===== config.mk =====
export PLATFORM = sky130hd
export DESIGN_NAME = orpsoc_rst_seq
export DESIGN_NICKNAME = d
export VERILOG_FILES = /design/src/rtl/orpsoc_rst_pkg.sv /design/src/rtl/orpsoc_rst_seq.sv
export SDC_FILE = /design/constraint.sdc
export NUM_CORES = 1
export LEC_CHECK = 0
export CORE_UTILIZATION = 40
export CTS_BUF_LIST = sky130_fd_sc_hd__clkbuf_4 sky130_fd_sc_hd__clkbuf_8 sky130_fd_sc_hd__clkbuf_16
export DETAILED_ROUTE_END_ITERATION = 12
export SLEW_MARGIN = 30
export SYNTH_ARGS = -nofsm -noshare
export SYNTH_HDL_FRONTEND = slang
export SYNTH_SLANG_ARGS = --single-unit

===== constraint.sdc =====
create_clock -name wb_clk_i -period 4.26 [get_ports wb_clk_i]
set_input_delay 0.639 -clock wb_clk_i [delete_from_list [all_inputs] [get_ports wb_clk_i]]
set_output_delay 0.639 -clock wb_clk_i [all_outputs]
set_load 0.01 [all_outputs]

===== src/rtl/orpsoc_rst_pkg.sv =====
`default_nettype none
// +----------------------------------------------------------------------+
// | orpsoc_rst_pkg: shared types and helpers for the reset sequencer.    |
// | Revision: 1.0                                                        |
// +----------------------------------------------------------------------+
package orpsoc_rst_pkg;

    typedef enum logic [1:0] {
        ASSERT  = 2'd0,
        RELEASE = 2'd1,
        DONE    = 2'd2
    } rst_state_e;

    localparam logic [1:0] RST_CAUSE_EXT  = 2'b01;
    localparam logic [1:0] RST_CAUSE_SOFT = 2'b10;

    // Wide enough to hold the larger of the two delay terminal values.
    function automatic int cnt_width(input int min_assert, input int stage_delay);
        int m;
        m = (min_assert > stage_delay) ? min_assert : stage_delay;
        return $clog2(m + 1);
    endfunction

endpackage
`default_nettype wire


===== src/rtl/orpsoc_rst_seq.sv =====
`default_nettype none
// +----------------------------------------------------------------------+
// | orpsoc_rst_seq: staged, individually gated reset sequencer.          |
// | Revision: 1.0                                                        |
// +----------------------------------------------------------------------+
module orpsoc_rst_seq
    import orpsoc_rst_pkg::*;
#(
    parameter int NUM_CH      = 4,
    parameter int MIN_ASSERT  = 4,
    parameter int STAGE_DELAY = 16
) (
    input  logic              wb_clk_i,
    input  logic              wb_rst_i,
    input  logic              rst_req_i,
    input  logic [NUM_CH-1:0] hold_i,
    output logic [NUM_CH-1:0] ch_rst_o,
    output logic              init_done_o,
    output logic              busy_o,
    output logic [1:0]        rst_cause_o,
    output logic [7:0]        soft_cnt_o
);

    localparam int C_CNT_W = cnt_width(MIN_ASSERT, STAGE_DELAY);
    localparam int C_IDX_W = (NUM_CH > 1) ? $clog2(NUM_CH) : 1;

    localparam logic [C_CNT_W-1:0] C_MA_LAST  = C_CNT_W'(MIN_ASSERT - 1);
    localparam logic [C_CNT_W-1:0] C_SD_LAST  = C_CNT_W'(STAGE_DELAY - 1);
    localparam logic [C_IDX_W-1:0] C_IDX_LAST = C_IDX_W'(NUM_CH - 1);

    rst_state_e          state_q, state_d;
    logic [C_CNT_W-1:0]  cnt_q, cnt_d;
    logic [C_IDX_W-1:0]  idx_q, idx_d;
    logic [NUM_CH-1:0]   ch_rst_q, ch_rst_d;
    logic                init_done_q, init_done_d;
    logic [1:0]          cause_q, cause_d;
    logic [7:0]          soft_cnt_q, soft_cnt_d;

    always_ff @(posedge wb_clk_i) begin
        if (wb_rst_i) begin
            state_q     <= ASSERT;
            cnt_q       <= '0;
            idx_q       <= '0;
            ch_rst_q    <= '1;
            init_done_q <= 1'b0;
            cause_q     <= RST_CAUSE_EXT;
            soft_cnt_q  <= 8'd0;
        end else begin
            state_q     <= state_d;
            cnt_q       <= cnt_d;
            idx_q       <= idx_d;
            ch_rst_q    <= ch_rst_d;
            init_done_q <= init_done_d;
            cause_q     <= cause_d;
            soft_cnt_q  <= soft_cnt_d;
        end
    end

    always_comb begin
        state_d     = state_q;
        cnt_d       = cnt_q;
        idx_d       = idx_q;
        ch_rst_d    = ch_rst_q;
        init_done_d = init_done_q;
        cause_d     = cause_q;
        soft_cnt_d  = soft_cnt_q;

        if (rst_req_i) begin
            // A request during ASSERT only stretches the window; it is not a new event.
            cnt_d = '0;
            if (state_q != ASSERT) begin
                state_d     = ASSERT;
                idx_d       = '0;
                ch_rst_d    = '1;
                init_done_d = 1'b0;
                cause_d     = RST_CAUSE_SOFT;
                if (soft_cnt_q != 8'hFF) begin
                    soft_cnt_d = soft_cnt_q + 8'd1;
                end
            end
        end else begin
            case (state_q)
                ASSERT: begin
                    ch_rst_d = '1;
                    if (cnt_q == C_MA_LAST) begin
                        state_d = RELEASE;
                        cnt_d   = '0;
                        idx_d   = '0;
                    end else begin
                        cnt_d = cnt_q + C_CNT_W'(1);
                    end
                end
                RELEASE: begin
                    if (cnt_q == C_SD_LAST) begin
                        if (!hold_i[idx_q]) begin
                            ch_rst_d[idx_q] = 1'b0;
                            cnt_d           = '0;
                            idx_d           = idx_q + C_IDX_W'(1);
                            if (idx_q == C_IDX_LAST) begin
                                state_d     = DONE;
                                init_done_d = 1'b1;
                            end
                        end
                    end else begin
                        cnt_d = cnt_q + C_CNT_W'(1);
                    end
                end
                default: begin
                    ch_rst_d = '0;
                end
            endcase
        end
    end

    assign ch_rst_o    = ch_rst_q;
    assign init_done_o = init_done_q;
    assign busy_o      = (state_q != DONE);
    assign rst_cause_o = cause_q;
    assign soft_cnt_o  = soft_cnt_q;

endmodule
`default_nettype wire

Word level (Yosys, flattened, before mapping)
Index checks and enable logic that the tools add are counted.
{ "totals": {"regBits": 24, "input_bits": 7, "word_cells": 74, "out_inout_bits": 16} }
{ "classes": {"n_bitwise": 2, "reduce_logical": 16, "add_sub_neg": 3, "muxes": 31, "n_lt_le_gt_ge": 2, "eq_ne": 13} }
{ "ops": {"columns": ["op", "n"], "rows": [
  ["2-to-1 mux 2 bit", 10],
  ["2-to-1 mux 4 bit", 4],
  ["2-to-1 mux 5 bit", 3],
  ["inequality test 3 bit (second input constant)", 5],
  ["one-hot mux 5 bit (2 select lines)", 1],
  ["AND reduction 5 bit", 2],
  ["nonzero test 2 bit", 5],
  ["adder 8 x 1 -> 8 bit (second input constant)", 1],
  ["2-to-1 mux 1 bit", 8],
  ["inequality test 8 bit (second input constant)", 1],
  ["one-hot mux 2 bit (2 select lines)", 2],
  ["one-hot mux 4 bit (2 select lines)", 1],
  ["AND reduction 3 bit", 2],
  ["AND reduction 6 bit", 1],
  ["adder 5 x 1 -> 5 bit (second input constant)", 1],
  ["equality test 5 x 2 -> 1 bit (second input constant)", 1],
  ["equality test 5 x 4 -> 1 bit (second input constant)", 1],
  ["bitwise AND 4 bit", 1],
  ["inequality test 2 bit (second input constant)", 2],
  ["inverter 4 bit", 1],
  ["AND reduction 2 bit", 2],
  ["< comparator 2 x 3 -> 1 bit (second input constant)", 1],
  ["nonzero test 3 bit", 1],
  ["adder 2 x 1 -> 2 bit (second input constant)", 1],
  ["9 further kinds", 9]
]} }

Logic depth before layout (Yosys ltp)
{ "depth": {"depth_word": 10, "depth_mapped": 7, "ltp_nobuf": 7} }

Worst setup path after synthesis
No wires, ideal clock.
{ "synth_timing": {"path_type": "input to register", "startpoint": "in hold_i[3]", "endpoint": "reg cnt_q[4]", "setup_slack_ns": 2.400, "setup_ns": 0.103, "path_buffers": 0, "stages": 4, "arrival_time_ns": 1.756, "required_ns": 4.157, "path_cell_list": "mux4_2 > a31oi_4 > nor2_2 > a2111oi_2"} }
{ "synth_via": {"elab_chain_cells": 4} }
{ "synth_rtl": {"columns": ["element", "line_no", "rtl"], "rows": [
  ["from (decl)", "orpsoc_rst_seq.sv:16", "input logic [NUM_CH-1:0] hold_i,"],
  ["binary-select mux 1 bit (select 2 bit)", "orpsoc_rst_seq.sv:95", "if (!hold_i[idx_q]) begin"],
  ["2-to-1 mux 1 bit (implied by the code)", "orpsoc_rst_seq.sv:95", null],
  ["inequality test 3 bit (no line)", null, null],
  ["AND reduction 2 bit (no line)", null, null],
  ["to (signal assigned)", "orpsoc_rst_seq.sv:50", "cnt_q <= cnt_d;"],
  ["to (decl)", "orpsoc_rst_seq.sv:32", "logic [C_CNT_W-1:0] cnt_q, cnt_d;"]
]} }
No other way between the ends. The select of a mux whose other input is x is not followed.
A chain may end at the register's enable or synchronous reset.

Final worst setup path
{ "layout_timing": {"startpoint": "reg state_q[0]", "endpoint": "out busy_o"} }
{ "layout_via": {"elab_chain_cells": 1} }
{ "layout_rtl": {"columns": ["element", "line_no", "rtl"], "rows": [
  ["from (decl)", "orpsoc_rst_seq.sv:31", "rst_state_e state_q, state_d;"],
  ["from (signal assigned)", "orpsoc_rst_seq.sv:49", "state_q <= state_d;"],
  ["inequality test 2 bit", "orpsoc_rst_seq.sv:117", "assign busy_o = (state_q != DONE);"],
  ["to (decl)", "orpsoc_rst_seq.sv:19", "output logic busy_o,"]
]} }
No other way between the ends.

==> impl_metrics.toml <==
[placement]
port_buffers = 22
place_hpwl_um = 1950
routabilityCongestion = 0.844

[timing]
slew_headroom_pct = 56.9
min_period_ns = 2.29
finalHoldViolCount = 0
grt_setup_unrepaired = "no"
setup_viol = 0
fin_crit_sh_pct = 53.7
worst_pin_slew_ns = 0.645
fin_worst_skew_ns = 0.00119
maxSlewViolCount = 0
setup_tns_ns = 0
fmax_mhz = 438

[cts]
htreeDepth = 1
insertion_delay_ns = 0.30
clkSinkCount = 24
cts_tree = "done"
hold_buffers = 0
cts_resized = 0
root_buffer = "clkbuf_4"
clkTransAtPathRegs_ns = 0.12
cts_made_buffers = 3
postCtsSetupBuffers = 0
clockBufferDepth = 2

[die]
ioPinCount = 23
core_area_um2 = 3080
num_rows = 20
start_util_pct = 42.3
die_w_um = 59.1
die_y_um = 59.1
fp.dieArea_um2 = 3490

[setup_path]
arrival_ns = 1.65
rrSetupSlack_ns = 2.17
cp_max_fo = 13
crit_type = "flop to output port"
end_kind = "output port"
worstSetupStartpointType = "flop"
worstPathRequired_ns = 3.62

[pwr]
power.clock.fraction_pct = 28.0
comb_power_share_pct = 6.3
p_int_mw = 0.269
p_seq_share_pct = 65.7
leakage_nw = 0.537
p_sw_share_pct = 22.1
p_per_area_nw_per_um2 = 219
ir_drop_v = 0.000166
switchingPower_mw = 0.0765

[worst_hold_path]
worst_hold_path_type = "flop to flop"

[synthesis]
yosysTopAreaCell = "dfxtp_1"
synthCells = 151
synth_top_family_by_area = "simple AND/OR/NAND/NOR gates"
yosys_register_bits = 24
ys_async_sr_fraction_pct = 0
synth_ff_type = "dfxtp_1"
synth_area_leaders = "dfxtp_1 (37%), ha_1 (7.7%), nor2_1 (4.3%), o21ai_0 (3.8%), nand2_1 (3.2%)"
synth-seq-area-share_pct = 36.9
syn_area_um2 = 1300
synth_edf_count = 0
synth_xor_area_share_pct = 3.36
syn-num-nets = 166
synth.distinct_cells = 42
yosys_warnings = 0
synth_compound_area_share_pct = 19.3
syn_area_per_cell_um2 = 8.63
synth_top_area_share_pct = 36.9
yosys.area_share.simple_pct = 23.5
synthMuxAreaShare_pct = 4.80
synthAdderAreaFrac_pct = 7.68

[detailed_routing]
routed_wl_um = 2660
ant_nets = 0
vias = 1107
wire_per_inst_um = 12.4
drcViolationCount = 0
drtIter0Drc = 48
viasPerCell = 5.17
first_pass_iters = 4

[layout]
fin_nets = 187
final_cell_mix = "dfxtp_1 (24), clkdlybuf4s50_1 (22), nor2_1 (15), nand2_1 (11), o21ai_0 (10)"
drive_gt1_share_pct = 6.47
syn2layout_area_growth_pct = 21.0
postLayoutCoreUtil_pct = 51.2
antenna_cells = 0
final_common_cell = "dfxtp_1"

[flow_run]
max_cap_violations = 0

[run_status]
status = "complete, no violations"

[global_route]
grt_use_total_pct = 17.1
antenna_found_initial = 0
grt_max_degree = 18
grt_pass1_vias = 1071
grt_overflow_total = 0
grt_first_pass_wirelength_um = 4630
cell usage after synthesis, types with 2 or more instances:
library cell / n
dfxtp_1: 24
nor2_1: 15
nand2_1: 11
o21ai_0: 10
inv_1: 9
ha_1: 8
a21oi_1: 6
nand2b_1: 5
nor2b_1: 5
clkbuf_1: 4
mux2i_1: 4
nand3_1: 4
xnor2_1: 4
a22oi_1: 3
nor3_1: 3
o31ai_1: 3
or3_1: 3
a21o_1: 2
a31oi_1: 2
and3_1: 2
o22ai_1: 2
or4_1: 2
critical path, stage by stage, from the launching register on:
cell             delay (ns)
dfxtp_1                0.64
nand2b_1               0.17
clkdlybuf4s50_1        0.54
metal layers:
layer,vias up,routed length [um],share of wire [%],global-route usage [%]
met2,26,1180,44,26.1
li1,573,-,-,-
met4,0,31,1.2,5.10
met5,-,0,0,0
met1,504,1360,51,24.1
met3,4,90,3.4,3.71
sequential cells by signal, summed over array words and instances, names as in the netlist:
| signal | count |
|---|---|
| init_done_o | 1 |
| idx_q | 2 |
| rst_cause_o | 2 |
| soft_cnt_o | 8 |
| ch_rst_o | 4 |
| state_q | 2 |
| cnt_q | 5 |
metrics by stage:
| step | instances | instance area, um2 | setup slack (ns) | hold WS, ns | power (mW) |
|---|---|---|---|---|---|
| finish | 214 | 1580 | 1.97 | 0.478 | 0.346 |
| CTS | 214 | 1580 | 1.96 | 0.479 | 0.353 |
| global route | 214 | 1580 | 1.89 | 0.528 | 0.362 |
| detailed placement | 211 | 1550 | 1.75 | 0.443 | 0.254 |
| floorplan | 151 | 1300 | 2.40 | 0.487 | 0.244 |
| global placement | 211 | 1550 | 1.78 | 0.463 | 0.253 |
kinds of logic (layout without fill, tap and decap cells):
kind of cell | count (synthesis) | after routing
AO/OA/AOI/OAI | 36 | 36
adder cells (fa/ha/maj) | 8 | 8
flip-flops | 24 | 24
buffers and inverters | 15 | 34
multiplexers | 5 | 5
AND/OR/NAND/NOR | 58 | 58
XOR/XNOR | 5 | 5
cell type report:
cell class | instances | area [um2]
sequential | 24 | 480
timing repair buffer | 22 | 220
clock buffer | 3 | 22.5
fill | 316 | 1500
inverter | 9 | 33.8
multi-input combinational | 112 | 764
tap | 44 | 55.1
power groups by stage:
| stage | clock, mW | combinational [mW] | sequential, mW |
|---|---|---|---|
| 5_1_grt | 0.111 | 0.0237 | 0.228 |
| 3_3_place_gp | 0 | 0.0212 | 0.232 |
| 6_report | 0.0967 | 0.0217 | 0.227 |
| 2_1_floorplan | 0 | 0.0120 | 0.232 |
| 3_5_place_dp | 0 | 0.0217 | 0.232 |
| 4_1_cts | 0.103 | 0.0218 | 0.227 |
worst paths after layout:
kind	endpoint	start	depth (start not counted)
setup reg to reg	ch_rst_o[1]	cnt_q[0]	7
hold / removal	rst_cause_o[0]	rst_cause_o[0]	1
setup / recovery	busy_o	state_q[0]	2
hold reg to reg	rst_cause_o[0]	rst_cause_o[0]	1
No activity file was read; power rests on OpenSTA's default activity.
